--- config.mk ---
export PLATFORM = sky130hd
export DESIGN_NAME = csd_mult_seq
export DESIGN_NICKNAME = d
export VERILOG_FILES = /design/src/rtl/csd_mult_seq.sv
export SDC_FILE = /design/constraint.sdc
export NUM_CORES = 1
export LEC_CHECK = 0
export ABC_CLOCK_PERIOD_IN_PS = 5480
export BUFFER_PORTS_ARGS = -buffer_cell sky130_fd_sc_hd__buf_2
export CELL_PAD_IN_SITES_DETAIL_PLACEMENT = 2
export CELL_PAD_IN_SITES_GLOBAL_PLACEMENT = 2
export CORE_AREA = 5 5 186 188
export DETAILED_ROUTE_END_ITERATION = 10
export DIE_AREA = 0 0 191 193
export GPL_TIMING_DRIVEN = 0
export HOLD_SLACK_MARGIN = 0.05
export PLACE_DENSITY_LB_ADDON = 0.25
export SYNTH_ARGS = -nofsm -noshare
export SYNTH_HDL_FRONTEND = slang
export SYNTH_SLANG_ARGS = --single-unit
export TNS_END_PERCENT = 10
--- constraint.sdc ---
create_clock -name clk -period 5.48 [get_ports clk]
set_input_delay 0.274 -clock clk [delete_from_list [all_inputs] [get_ports clk]]
set_output_delay 0.274 -clock clk [all_outputs]
set_load 0.01 [all_outputs]
--- src/rtl/csd_mult_seq.sv ---
// Sequential multiplier: one CSD digit per cycle, signed add/sub/hold.
// Define CSD_MULT_SKIP_EN to stop once all remaining digits are zero.
module csd_mult_seq #(
  parameter  int DATA_W = 24,
  parameter  int CSD_N  = 14,
  localparam int OUT_W  = DATA_W + CSD_N
) (
  input  logic                    clk,
  input  logic                    rst,
  input  logic                    in_valid,
  output logic                    in_ready,
  input  logic [2*CSD_N-1:0]      csd_in,
  input  logic signed [DATA_W-1:0] data_in,
  output logic                    out_valid,
  input  logic                    out_ready,
  output logic signed [OUT_W-1:0] data_out,
  output logic                    err
);

  localparam int KW = (CSD_N > 1) ? $clog2(CSD_N) : 1;

  typedef enum logic [1:0] {
    IDLE,
    RUN,
    DONE
  } state_e;

  state_e                   state_q, state_d;
  logic [2*CSD_N-1:0]       csd_q, csd_d;
  logic signed [OUT_W-1:0]  mcand_q, mcand_d;
  logic signed [OUT_W-1:0]  acc_q, acc_d;
  logic [KW-1:0]            k_q, k_d;
  logic signed [OUT_W-1:0]  dout_q, dout_d;
  logic                     err_q, err_d;

  logic [1:0]               digit;
  logic                     ill;
  logic                     last;
  logic signed [OUT_W-1:0]  addend;
  logic signed [OUT_W-1:0]  sum;

  always_ff @(posedge clk) begin
    if (rst) begin
      state_q <= IDLE;
      csd_q   <= '0;
      mcand_q <= '0;
      acc_q   <= '0;
      k_q     <= '0;
      dout_q  <= '0;
      err_q   <= 1'b0;
    end else begin
      state_q <= state_d;
      csd_q   <= csd_d;
      mcand_q <= mcand_d;
      acc_q   <= acc_d;
      k_q     <= k_d;
      dout_q  <= dout_d;
      err_q   <= err_d;
    end
  end

  always_comb begin
    digit  = csd_q[{k_q, 1'b0} +: 2];
    addend = mcand_q <<< k_q;
    ill    = 1'b0;
    for (int i = 0; i < CSD_N; i++) begin
      if (csd_q[2*i +: 2] == 2'b11) ill = 1'b1;
    end
    last = (k_q == KW'(CSD_N - 1));
`ifdef CSD_MULT_SKIP_EN
    // Finish early once no nonzero digit remains above k.
    begin
      logic hi_nz;
      hi_nz = 1'b0;
      for (int i = 0; i < CSD_N; i++) begin
        if (i > int'(k_q) && csd_q[2*i +: 2] != 2'b00) hi_nz = 1'b1;
      end
      if (!hi_nz) last = 1'b1;
    end
`endif
    unique case (1'b1)
      (digit == 2'b01): sum = acc_q + addend;
      (digit == 2'b10): sum = acc_q - addend;
      default:          sum = acc_q;
    endcase
  end

  always_comb begin
    state_d = state_q;
    csd_d   = csd_q;
    mcand_d = mcand_q;
    acc_d   = acc_q;
    k_d     = k_q;
    dout_d  = dout_q;
    err_d   = err_q;
    unique case (state_q)
      IDLE: begin
        if (in_valid) begin
          csd_d   = csd_in;
          mcand_d = {{CSD_N{data_in[DATA_W-1]}}, data_in};
          acc_d   = '0;
          k_d     = '0;
          state_d = RUN;
        end
      end
      RUN: begin
        if (ill) begin
          dout_d  = '0;
          err_d   = 1'b1;
          state_d = DONE;
        end else begin
          acc_d = sum;
          if (last) begin
            dout_d  = sum;
            err_d   = 1'b0;
            state_d = DONE;
          end else begin
            k_d = k_q + KW'(1);
          end
        end
      end
      DONE: begin
        if (out_ready) state_d = IDLE;
      end
      default: state_d = IDLE;
    endcase
  end

  always_comb begin
    in_ready  = (state_q == IDLE);
    out_valid = (state_q == DONE);
    data_out  = dout_q;
    err       = err_q;
  end

endmodule

==> impl_metrics.env <==
export IMPL_worstSkewPairLatency_ns=0.45
export IMPL_final_setup_viol_count=0
export IMPL_grt_ovfl_total=0
export IMPL_powerDensity_nw_per_um2=257
export IMPL_crit_reg2reg_launch="k_q[1]$_SDFFE_PP0P_"
export IMPL_via_per_inst=5.62
export IMPL_drive_above_1_share_pct=21.5
export IMPL_avgSynthCellArea_um2=7.70
export IMPL_portBuffers=96
export IMPL_min_delay_start="csd_in[7]"
export IMPL_diodes=0
export IMPL_area_delta_synth_final_pct=24.7
export IMPL_synth_fp_nets=1430
export IMPL_clock_fmax_mhz=186
export IMPL_fin_ws_ns=0.0984
export IMPL_wirelength_um=45800
export IMPL_ys_seq_elements=135
export IMPL_fin_util_pct=38.8
export IMPL_critical_path_required_ns=5.80
export IMPL_dr_pass1_iters=4
export IMPL_vias=10888
export IMPL_place_ws_ns=-2.22
export IMPL_tns_ns=0
export IMPL_path_max_fanout=10
export IMPL_cp_end_kind="flop"
export IMPL_ys_flop_type="dfxtp_1"
export IMPL_grt_usage_pct=24.2
export IMPL_timing_critical_path_mode_cell="buf_12"
export IMPL_cpPeakStageDelay_ns=0.39
export IMPL_vdd_drop_max_v=0.000239
export IMPL_cts_root_to_sink_buffers=2
export IMPL_crit_arrival_ns=5.70
export IMPL_relSlewSlack_pct=31.1
export IMPL_worstSetupPathType="flop to flop"
export IMPL_routedWlPerCell_um=23.6
export IMPL_drt_iter0_drc=525
export IMPL_die_area_um2=36900
export IMPL_fin_crit_sh_pct=98.2
export IMPL_slowest_stage="dfxtp_4"
export IMPL_initial_core_util_pct=31.1
export IMPL_period_needed_ns=5.38
export IMPL_numCtsBuffers=17
export IMPL_yosys_warnings=0
export IMPL_synthCells=1332
export IMPL_slew_viol_final=0
export IMPL_core_area_um2=32900
export IMPL_crit_start="k_q[1]$_SDFFE_PP0P_"
export IMPL_ant_nets=0
export IMPL_cp_start_kind="flop"
export IMPL_cts_sinks=135
export IMPL_htreeDepth=4
export IMPL_maxCapViolCount=0
export IMPL_grt_pass1_vias=11621
export IMPL_hold_path_class="input pin to flop"
export IMPL_antenna_found_initial=0
export IMPL_tightest_slew_ns=1.03
export IMPL_synth_edff_count=0
export IMPL_syn_area_um2=10300
export IMPL_grt_first_pass_wirelength_um=68900
export IMPL_grt_max_degree=17
export IMPL_finalNetCount=1577
export IMPL_p_leak_uw=0.00487
export IMPL_drc=0
export IMPL_cts_tree="built"
export IMPL_ys_types=81
export IMPL_die_y_um=193
export IMPL_die_w_um=191
export IMPL_finClkSkew_ns=0.0129
export IMPL_hold_viol_final=0
export IMPL_ios=97
export IMPL_dp_hpwl_um=35000
export IMPL_ys_seq_area_share_pct=26.3
export IMPL_synthArstFlopShare_pct=0
export IMPL_cts_root_buf="clkbuf_16"
export IMPL_fp_row_count=67
export IMPL_globalplace_congestion=0.866
export IMPL_clk_pin_slew_ns=0.07
export IMPL_status="finished clean"
[flip-flops by register name (all words and copies together) (netlist names)]
register and flops:
acc_q 38, csd_q 28, data_out 38, err 1
k_q 4, mcand_q 24, state_q 2
[layout make-up]
cell class,instances,area (um^2)
plain buffers,85,533
flip-flops and latches,135,2710
fillers,3779,20200
repair buffers,130,751
multi-input cells,1092,7570
inverters,18,67.6
clock inverters,10,121
clock buffers,21,480
well taps,448,561
[worst max-delay path, delay by kind of cell (launching register included)]
kind	cells	cell delay, ns
muxes	2	0.46
and+or+nand+nor	2	0.21
xor gates and xnor gates	2	0.59
buffers and inverters	6	0.93
adders and majority gates	2	0.56
AOI/OAI and AO/OA	11	2.09
DFF	1	0.39
[cell usage in the layout (no fill, tap or decap), types with 16 or more instances in the layout]
master / synthesis / layout
nand3_1: 39 / 38
ha_1: 41 / 34
nor2_1: 105 / 103
a22oi_1: 28 / 25
dfxtp_1: 135 / 132
inv_1: 16 / 16
buf_2: 13 / 98
xor2_1: 25 / 21
clkbuf_16: 0 / 17
buf_4: 5 / 37
a21o_1: 23 / 23
nand2_1: 232 / 231
nor2b_1: 18 / 16
mux2_2: 23 / 23
xnor2_1: 37 / 33
o21ai_0: 64 / 46
clkbuf_1: 58 / 48
a21oi_1: 163 / 149
nand2b_1: 17 / 17
mux4_2: 18 / 18
nor3_1: 20 / 20
mux2i_1: 37 / 36
[routing by layer]
metal	part of all wire [%]	track usage, %
met3	3.5	4.50
met2	49	42.0
met1	44	29.9
met4	3.3	9.48
met5	0	0
[metrics by stage]
stage	instance area, um^2	cells	total power [uW]	hold slack [ns]
2_1_floorplan	10300	1332	1670	0.410
3_3_place_gp	11300	1876	1950	0.436
3_5_place_dp	11300	1878	1980	0.446
4_1_cts	12400	1926	3240	0.0515
5_1_grt	12800	1939	3430	0.0590
6_report	12800	1939	3290	0.0651
[path summary, 6_finish.rpt]
check	cells past startpoint	to	slack (ns)
worst min-delay path	3	csd_q[7]$_SDFFE_PP0P_	0.07
worst min register to register	2	data_out[10]$_SDFFE_PP0P_	0.45
worst max register to register	25	data_out[34]$_SDFFE_PP0P_	0.1
worst max-delay path	25	data_out[34]$_SDFFE_PP0P_	0.1
[cell usage after synthesis (all sizes together), types with 4 or more instances]
master,instances,share of area [%]
a21o,23,1.7
mux4,18,4.0
mux2i,38,3.8
buf,29,1.7
xor2,25,2.1
a2111oi,4,0.34
o22ai,5,0.30
and2,6,0.37
nand2b,17,1.0
or3,7,0.43
a21oi,163,8.0
dfxtp,135,26
nor4,7,0.57
o31ai,8,0.59
nand3,39,1.9
a22o,12,1.0
a22oi,28,2.0
nor4b,4,0.49
and3,10,0.66
a211oi,12,0.93
ha,41,5.0
o211ai,8,0.59
nand3b,6,0.44
nor3,20,0.98
inv,17,0.62
clkbuf,58,2.1
a32oi,16,1.5
o21a,10,0.73
a21boi,6,0.44
nor2b,18,1.1
mux2,26,3.0
nor2,106,3.9
xnor2,38,3.3
o21bai,9,0.66
a31oi,15,0.91
o21ai,64,3.1
nand4b,4,0.34
nand4,8,0.63
nand2,232,8.5
[logic make-up (layout without fill, tap and decap cells)]
family | Yosys count | count (layout) | synth area share (%)
AOI/OAI and AO/OA | 412 | 412 | 25.8
xor gates and xnor gates | 63 | 63 | 5.45
adders and majority gates | 42 | 42 | 5.20
buffers and inverters | 105 | 264 | 4.49
DFF | 135 | 135 | 26.3
muxes | 82 | 82 | 10.7
and+or+nand+nor | 493 | 493 | 22.0
[repair_timing]
item                                   4_1_cts  5_1_grt
pin swaps                                   19       37
hold buffers                                 6        0
buffers inserted                            11       15
resized for setup                           87       77
endpoints found under the hold margin        6        0
setup endpoints to repair                   74       51
[where the power goes]
group	total, uW	internal [uW]	switching, uW
clock network	1200	716	485
logic	1040	387	654
registers	1050	1010	38.5
No activity file was read; power rests on OpenSTA's default activity.
